**src/rtl/laser_rx_ftdi_writer.sv**
```systemverilog
// Laser-link receive path: deserializes framed bits into bytes, buffers them, writes to FT232H via TXE#/WR#.
// Latency: byte pushed 1 cycle after stop sample; write starts 1 cycle after FIFO goes non-empty (txe=0).
// Backpressure: txe high holds bytes in the FIFO; when full, new bytes are dropped and overflow sticks.
module laser_rx_ftdi_writer #(
  parameter int CLKS_PER_BIT = 16,
  parameter int FIFO_DEPTH   = 16,
  parameter int WR_SETUP     = 2,
  parameter int WR_PULSE     = 4
) (
  input  logic                          clock,
  input  logic                          reset_n,
  input  logic                          en,
  input  logic                          laser_rx,
  input  logic                          txe,
  output logic [7:0]                    adbus_out,
  output logic                          adbus_tri,
  output logic                          ftdi_wr,
  output logic [7:0]                    rx_byte,
  output logic                          byte_valid,
  output logic                          frame_err,
  output logic                          overflow,
  output logic [$clog2(FIFO_DEPTH):0]   fifo_count
);

  localparam int AW  = $clog2(FIFO_DEPTH);
  localparam int BTW = $clog2(CLKS_PER_BIT);
  localparam int WTW = $clog2(WR_SETUP + WR_PULSE + 1);

  localparam logic [BTW-1:0] HALF_LAST  = BTW'(CLKS_PER_BIT / 2 - 1);
  localparam logic [BTW-1:0] BIT_LAST   = BTW'(CLKS_PER_BIT - 1);
  localparam logic [WTW-1:0] SETUP_LAST = WTW'(WR_SETUP - 1);
  localparam logic [WTW-1:0] PULSE_LAST = WTW'(WR_PULSE - 1);
  localparam logic [AW:0]    FULL_COUNT = FIFO_DEPTH[AW:0];

  typedef enum logic [1:0] {R_IDLE, R_START, R_DATA, R_STOP} rx_state_t;
  typedef enum logic [1:0] {W_IDLE, W_SETUP, W_STROBE, W_HOLD} wr_state_t;

  // rx_prev gives the synchronized 0->1 edge that starts a frame
  logic rx_meta, rx_sync, rx_prev, rx_rise;

  always_ff @(posedge clock or negedge reset_n) begin
    if (!reset_n) begin
      rx_meta <= 1'b0;
      rx_sync <= 1'b0;
      rx_prev <= 1'b0;
    end else begin
      rx_meta <= laser_rx;
      rx_sync <= rx_meta;
      rx_prev <= rx_sync;
    end
  end

  assign rx_rise = rx_sync & ~rx_prev;

  rx_state_t      rx_state;
  logic [BTW-1:0] bit_timer;
  logic [2:0]     bit_idx;
  logic [7:0]     shreg;
  logic           push_pend;

  always_ff @(posedge clock or negedge reset_n) begin
    if (!reset_n) begin
      rx_state   <= R_IDLE;
      bit_timer  <= '0;
      bit_idx    <= '0;
      shreg      <= '0;
      rx_byte    <= '0;
      byte_valid <= 1'b0;
      frame_err  <= 1'b0;
      push_pend  <= 1'b0;
    end else begin
      byte_valid <= 1'b0;
      frame_err  <= 1'b0;
      push_pend  <= 1'b0;
      if (!en) begin
        rx_state  <= R_IDLE;
        bit_timer <= '0;
        bit_idx   <= '0;
        shreg     <= '0;
      end else begin
        case (rx_state)
          R_IDLE: begin
            if (rx_rise) begin
              rx_state  <= R_START;
              bit_timer <= '0;
            end
          end
          R_START: begin
            if (bit_timer == HALF_LAST) begin
              bit_timer <= '0;
              bit_idx   <= '0;
              rx_state  <= rx_sync ? R_DATA : R_IDLE;
            end else begin
              bit_timer <= bit_timer + 1'b1;
            end
          end
          R_DATA: begin
            if (bit_timer == BIT_LAST) begin
              bit_timer <= '0;
              shreg     <= {rx_sync, shreg[7:1]};
              bit_idx   <= bit_idx + 3'd1;
              if (bit_idx == 3'd7) rx_state <= R_STOP;
            end else begin
              bit_timer <= bit_timer + 1'b1;
            end
          end
          R_STOP: begin
            if (bit_timer == BIT_LAST) begin
              bit_timer <= '0;
              rx_state  <= R_IDLE;
              if (!rx_sync) begin
                rx_byte    <= shreg;
                byte_valid <= 1'b1;
                push_pend  <= 1'b1;
              end else begin
                frame_err  <= 1'b1;
              end
            end else begin
              bit_timer <= bit_timer + 1'b1;
            end
          end
          default: rx_state <= R_IDLE;
        endcase
      end
    end
  end

  logic [7:0]    mem [FIFO_DEPTH];
  logic [AW-1:0] wr_ptr, rd_ptr;
  logic          fifo_full, fifo_empty, push_ok, pop;
  wr_state_t     wr_state;

  assign fifo_full  = (fifo_count == FULL_COUNT);
  assign fifo_empty = (fifo_count == '0);
  assign pop        = (wr_state == W_HOLD);
  // a pop in the same cycle frees the slot, so a push onto a full FIFO still lands
  assign push_ok    = push_pend && (!fifo_full || pop);

  always_ff @(posedge clock) begin
    if (push_ok) mem[wr_ptr] <= rx_byte;
  end

  always_ff @(posedge clock or negedge reset_n) begin
    if (!reset_n) begin
      wr_ptr     <= '0;
      rd_ptr     <= '0;
      fifo_count <= '0;
      overflow   <= 1'b0;
    end else begin
      if (push_ok) wr_ptr <= wr_ptr + 1'b1;
      if (pop)     rd_ptr <= rd_ptr + 1'b1;
      if (push_pend && !push_ok) overflow <= 1'b1;
      case ({push_ok, pop})
        2'b10:   fifo_count <= fifo_count + 1'b1;
        2'b01:   fifo_count <= fifo_count - 1'b1;
        default: fifo_count <= fifo_count;
      endcase
    end
  end

  logic [WTW-1:0] wr_timer;

  // adbus_tri is dropped from W_IDLE, so the bus stays driven through the first idle cycle
  always_ff @(posedge clock or negedge reset_n) begin
    if (!reset_n) begin
      wr_state  <= W_IDLE;
      wr_timer  <= '0;
      adbus_out <= '0;
      adbus_tri <= 1'b0;
      ftdi_wr   <= 1'b1;
    end else begin
      case (wr_state)
        W_IDLE: begin
          ftdi_wr <= 1'b1;
          if (en && !fifo_empty && !txe) begin
            wr_state  <= W_SETUP;
            wr_timer  <= '0;
            adbus_out <= mem[rd_ptr];
            adbus_tri <= 1'b1;
          end else begin
            adbus_tri <= 1'b0;
          end
        end
        W_SETUP: begin
          if (wr_timer == SETUP_LAST) begin
            wr_state <= W_STROBE;
            wr_timer <= '0;
            ftdi_wr  <= 1'b0;
          end else begin
            wr_timer <= wr_timer + 1'b1;
          end
        end
        W_STROBE: begin
          if (wr_timer == PULSE_LAST) begin
            wr_state <= W_HOLD;
            wr_timer <= '0;
            ftdi_wr  <= 1'b1;
          end else begin
            wr_timer <= wr_timer + 1'b1;
          end
        end
        W_HOLD: begin
          wr_state <= W_IDLE;
        end
        default: wr_state <= W_IDLE;
      endcase
    end
  end

endmodule

```
**config.mk**
```make
export PLATFORM = sky130hd
export DESIGN_NAME = laser_rx_ftdi_writer
export DESIGN_NICKNAME = d
export VERILOG_FILES = /design/src/rtl/laser_rx_ftdi_writer.sv
export SDC_FILE = /design/constraint.sdc
export NUM_CORES = 1
export LEC_CHECK = 0
export BUFFER_PORTS_ARGS = -buffer_cell sky130_fd_sc_hd__buf_2
export CORE_MARGIN = 4
export CORE_UTILIZATION = 50
export DETAILED_ROUTE_END_ITERATION = 12
export HOLD_SLACK_MARGIN = 0.06
export PLACE_DENSITY = 0.69
export SETUP_SLACK_MARGIN = 0.2
export SYNTH_ARGS = -nofsm -noshare
export SYNTH_HDL_FRONTEND = slang
export SYNTH_SLANG_ARGS = --single-unit
```
**constraint.sdc**
```tcl
create_clock -name clock -period 3.1 [get_ports clock]
set_clock_uncertainty 0.2 [all_clocks]
set_input_delay 0.62 -clock clock [delete_from_list [all_inputs] [get_ports clock]]
set_output_delay 0.62 -clock clock [all_outputs]
set_load 0.05 [all_outputs]
```
Word-level counts from Yosys, hierarchy flattened --
Memories as Yosys holds them, arrays and structs flattened. A register that Yosys moved wholly into a read port is not among the register bits. Index checks and enable logic that the tools add are counted. W data, S select, Z words.
Word-level totals: flip-flop bits (word level) 51, memory bits (writable) 128, bits of input ports 5, output and inout port bits 26, logic and storage cells 121, memories 1
Operators by class: add/sub/neg operators 7, equal/unequal tests 25, muxes and demuxes 43, bitwise logic cells 3, reductions and logical operators 24
Memories:
- mem | words 16, bits a word 8, read ports 1, clocked after Yosys merged registers in 1, write ports 1, line 128 | logic [7:0] mem [FIFO_DEPTH];
Operator list (number):
- $mux W8 | 3
- $mux W2 | 10
- $mux W3 | 6
- $mux W4 | 4
- $pmux W2 S4 | 2
- $ne A3 B3 Y1 const B | 5
- $mux W1 | 13
- $add A4 B1 Y4 const B | 3
- $pmux W4 S3 | 1
- $eq A2 B2 Y1 const B | 5
- $pmux W5 S2 | 1
- $pmux W3 S3 | 1
- $reduce_and A3 Y1 | 3
- $add A3 B1 Y3 const B | 2
- $eq A2 B1 Y1 const B | 3
- $ne A2 B2 Y1 const B | 3
- $pmux W3 S2 | 1
- $reduce_and A2 Y1 | 3
- $add A5 B1 Y5 const B | 1
- $eq A5 B5 Y1 const B | 1
- $logic_not A1 Y1 | 5
- $logic_not A5 Y1 | 1
- $reduce_and A5 Y1 | 1
- $sub A5 B1 Y5 const B | 1
- 17 further kinds | 23

Depth between registers and ports, before layout --
depth in word-level cells 6, mapped depth 14, gate-level depth less buffers 11

Worst setup path before layout --
Ideal clock, no wire load.
path kind reg-to-reg, from register fifo_count[2], to register fifo_count[4], library setup time 125 ps, data arrival time 3220 ps, data required time 2775 ps, slack -445 ps, stages on the path, launching flop included 14, path buffers 3, period minus slack after synthesis 3545 ps, cells stage by stage dfrtp_1 > buf_8 > or4_4 > o21a_1 > clkbuf_1 > inv_2 > ha_1 > clkbuf_1 > xor2_1 > ha_1 > a21o_1 > a22oi_1 > o211a_1 > a2111oi_0
Between the ends: longest elaborated chain between the ends 6, elaborated cells between the ends (all ways) 10, those cells by class add/sub (2); eq/ne (3); mux (1); reduce/logical (4)
RTL lines:
- start: declaration | line 22 | output logic [$clog2(FIFO_DEPTH):0] fifo_count
- start signal: assignment | line 154 | 2'b10: fifo_count <= fifo_count + 1'b1;
- start signal: assignment | line 155 | 2'b01: fifo_count <= fifo_count - 1'b1;
- start signal: assignment | line 156 | default: fifo_count <= fifo_count;
- $eq A5 B5 Y1 | line 133 | assign fifo_full = (fifo_count == FULL_COUNT);
- $logic_not A1 Y1 | line 137 | assign push_ok = push_pend && (!fifo_full || pop);
- $logic_or A1 B1 Y1 | line 137
- $logic_and A1 B1 Y1 | line 137
- $eq A2 B1 Y1 / $eq A2 B2 Y1 (equally long branches) | line 153 | case ({push_ok, pop})
- $pmux W5 S2 / $reduce_bool A2 Y1 (equally long branches)
Parallel ways exist; a longest one is shown, timed or not. A chain may end at the register's enable or synchronous reset.

Worst setup path in the final report --
from register fifo_count[1], to register fifo_count[4]
Same word-level chain as after synthesis.

==> results.toml <==
[cells_and_area]
layout_common_cells = "128 x edfxtp_1, 54 x dfrtp_1, 32 x mux4_2, 30 x buf_2, 24 x inv_1"
diodes = 0
fill_cells = 1181
utilization = 0.585
area_delta_synth_final_pct = 14.5
drive_above_1_share = 0.302
fin_nets = 535
final_common_cell = "edfxtp_1"

[floorplanning]
start_util = 0.511
die_area_um2 = 17700
io_pins = 31
core-area_um2 = 15300
die_x_um = 133
die_h_um = 133
rows = 45

[timing]
hold_viol = 0
finalWorstSetupSlack_ps = 269
period_needed_ps = 2830
fmax_mhz = 353
setup_viol = 0
maxSlewHeadroom = 0.232
tightest_slew_ps = 1140
slew_violations = 0
rsz0062_at_grt = "false"
finalCritPeriodShare = 0.913

[power]
leakage_nw = 2.99
peakVddDrop_mv = 0.372
power_density_nw_per_um2 = 547

[routing]
drc = 0
vias = 4125
ant_nets = 0
avgViaCountPerCell = 5.61
drt-wirelength-per-cell_um = 20.4
drt_iter0_drc = 324
drt_wl_total_um = 15000
drt-pass1-iter-count = 4

[critical_path]
timing.critical_path.cells = "or4_4 -> o21a_4 -> inv_8 -> ha_4 -> xor2_2 -> ha_2 -> inv_1 -> a32oi_2 -> nor2_1 -> a2111oi_2"
critPathRequiredTime_ps = 3220
crit_path_start_kind = "flip-flop"
cpLargestDelayFamily = "compound AO/OA/AOI/OAI gates"
cp_max_fo = 7
critPathSlowestCell = "or4_4"
critical_path_arrival_ps = 2950
worstSetupPathType = "flip-flop to flip-flop"
end_kind = "flip-flop"
cp_num_buf_inv = 2
slowest_delay_ps = 570

[synthesis]
synth.area.top_cells = "edfxtp_1 49%, dfrtp_1 19%, mux4_2 9.2%"
synthFlopType = "edfxtp_1"
syn-mean-instance-area_um2 = 16.8
ys_warn_count = 0
synth-edff-count = 128
ys_async_sr_fraction = 0.316
synth-seq-cells = 187
syn_nets = 487
netlist-cell-type-count = 55
synth_area_um2 = 7790
synth_top_cell_by_area = "edfxtp_1"
yosysSeqAreaShare = 0.683
synthesis.instances = 463
yosysTopAreaCellShare = 0.493

[placement]
post-place-ws_ps = 84.0
place_hpwl_um = 9820
port_buffers = 30
place_congestion = 0.816

[cts]
cts_root_buffer = "clkbuf_16"
clk_path_buf_depth = 2
clk_pin_slew_ps = 60
htree_levels = 4
cts_inserted_buffers = 17
cts_hold_buf = 0
cts.sink_count = 187
worst_skew_pair.late_latency_ps = 420
cts_tree = "done"

[global_routing]
globalRouteTotalUtil = 0.181
grt_pass1_vias = 4232
grt_pass1_wl_um = 24100
grt-ovfl-total = 0
grt_max_degree = 60
grt_antenna_before_repair = 0

[worst_hold_path]
hold_path.class = "input pin to flip-flop"

[status]
status = "finished clean"

[run]
max_cap_viol_count = 0
[worst register-to-register path, delay by kind of cell (launching register included)]
family	cells	cell delay, ps
and+or+nand+nor	2	660
DFF	1	410
AOI/OAI and AO/OA	3	760
xor gates and xnor gates	1	160
buffers and inverters	2	130
adders and majority gates	2	400
[logic make-up after synthesis]
group / after synthesis / synth area share
flip-flops: 187 / 0.683
XOR/XNOR: 13 / 0.0146
multiplexers: 56 / 0.125
AND/OR/NAND/NOR: 77 / 0.0541
AO/OA/AOI/OAI: 63 / 0.0663
adder cells (fa/ha/maj): 19 / 0.0305
buffers and inverters: 48 / 0.0265
[what timing repair did]
item	CTS	global route
setup buffers	1	2
gates cloned	0	0
resized for setup	3	3
setup endpoints to repair	1	1
pin swaps	1	0
endpoints found under the hold margin	0	0
[metrics by stage]
step | hold WS (ps) | std cells | area, um^2 | total power, W | TNS [ps]
2_1_floorplan | 124 | 463 | 7850 | 0.00286 | -58.1
3_3_place_gp | 142 | 700 | 8320 | 0.00289 | 0
3_5_place_dp | 144 | 700 | 8320 | 0.00290 | 0
4_1_cts | 82.2 | 733 | 8890 | 0.00492 | 0
5_1_grt | 74.2 | 735 | 8920 | 0.00507 | 0
6_report | 101 | 735 | 8920 | 0.00488 | 0
[cells in the mapped netlist (3+ instances only)]
library cell  instances
edfxtp_1            128
dfrtp_1              58
mux4_2               32
inv_1                24
ha_1                 19
nor2_1               19
nand2_1              15
clkbuf_1             13
mux2_2               13
mux2i_1              11
o22ai_1              10
o21ai_0               9
a221oi_2              8
a22o_1                8
xnor2_1               8
a21oi_1               6
buf_2                 6
and2_1                5
nor2b_1               5
nor3_1                5
nor4_1                5
xor2_1                5
a21o_1                4
nand2b_1              4
nand3_1               4
o31ai_1               3
[power by group]
group / internal, W / switching [W] / total (W)
combinational: 0.0000633 / 0.0000725 / 0.000136
clock: 0.00115 / 0.000886 / 0.00203
sequential: 0.00267 / 0.0000404 / 0.00271
total: 0.00388 / 0.000999 / 0.00488
[per-layer routing]
metal / track usage / share of wire / up-vias
li1: - / - / 1884
met1: 0.247 / 0.43 / 2099
met2: 0.286 / 0.49 / 126
met3: 0.0449 / 0.056 / 16
met4: 0.0624 / 0.015 / 0
met5: 0 / 0 / -
[registers in the layout, indices dropped and copies added (netlist names), 2 cells and up]
register and cells:
adbus_out 8, bit_idx 3, rd_ptr 4, wr_timer 3
rx_state 2, wr_ptr 4, bit_timer 4, shreg 8
fifo_count 5, mem 128, wr_state 2, rx_byte 8
[final timing paths]
path	start	end	slack, ps	cells past startpoint
max	fifo_count[1]	fifo_count[4]	270	10
min	laser_rx	rx_meta	100	1
max reg2reg	fifo_count[1]	fifo_count[4]	270	10
min reg2reg	rx_meta	rx_sync	160	0
max in group asynchronous	reset_n	rd_ptr[1]	1980	2
min in group asynchronous	reset_n	rx_state[0]	150	2
[cell type report]
type	instances	area, um^2	area share
multi-input combinational	228	2330	0.262
timing repair buffer	52	340	0.0381
clock inverter	10	92.6	0.0104
clock buffer	22	464	0.0520
sequential	187	5330	0.597
inverter	25	101	0.0114
tap	211	264	0.0296
Note: power is estimated with default switching activity, not from simulation.
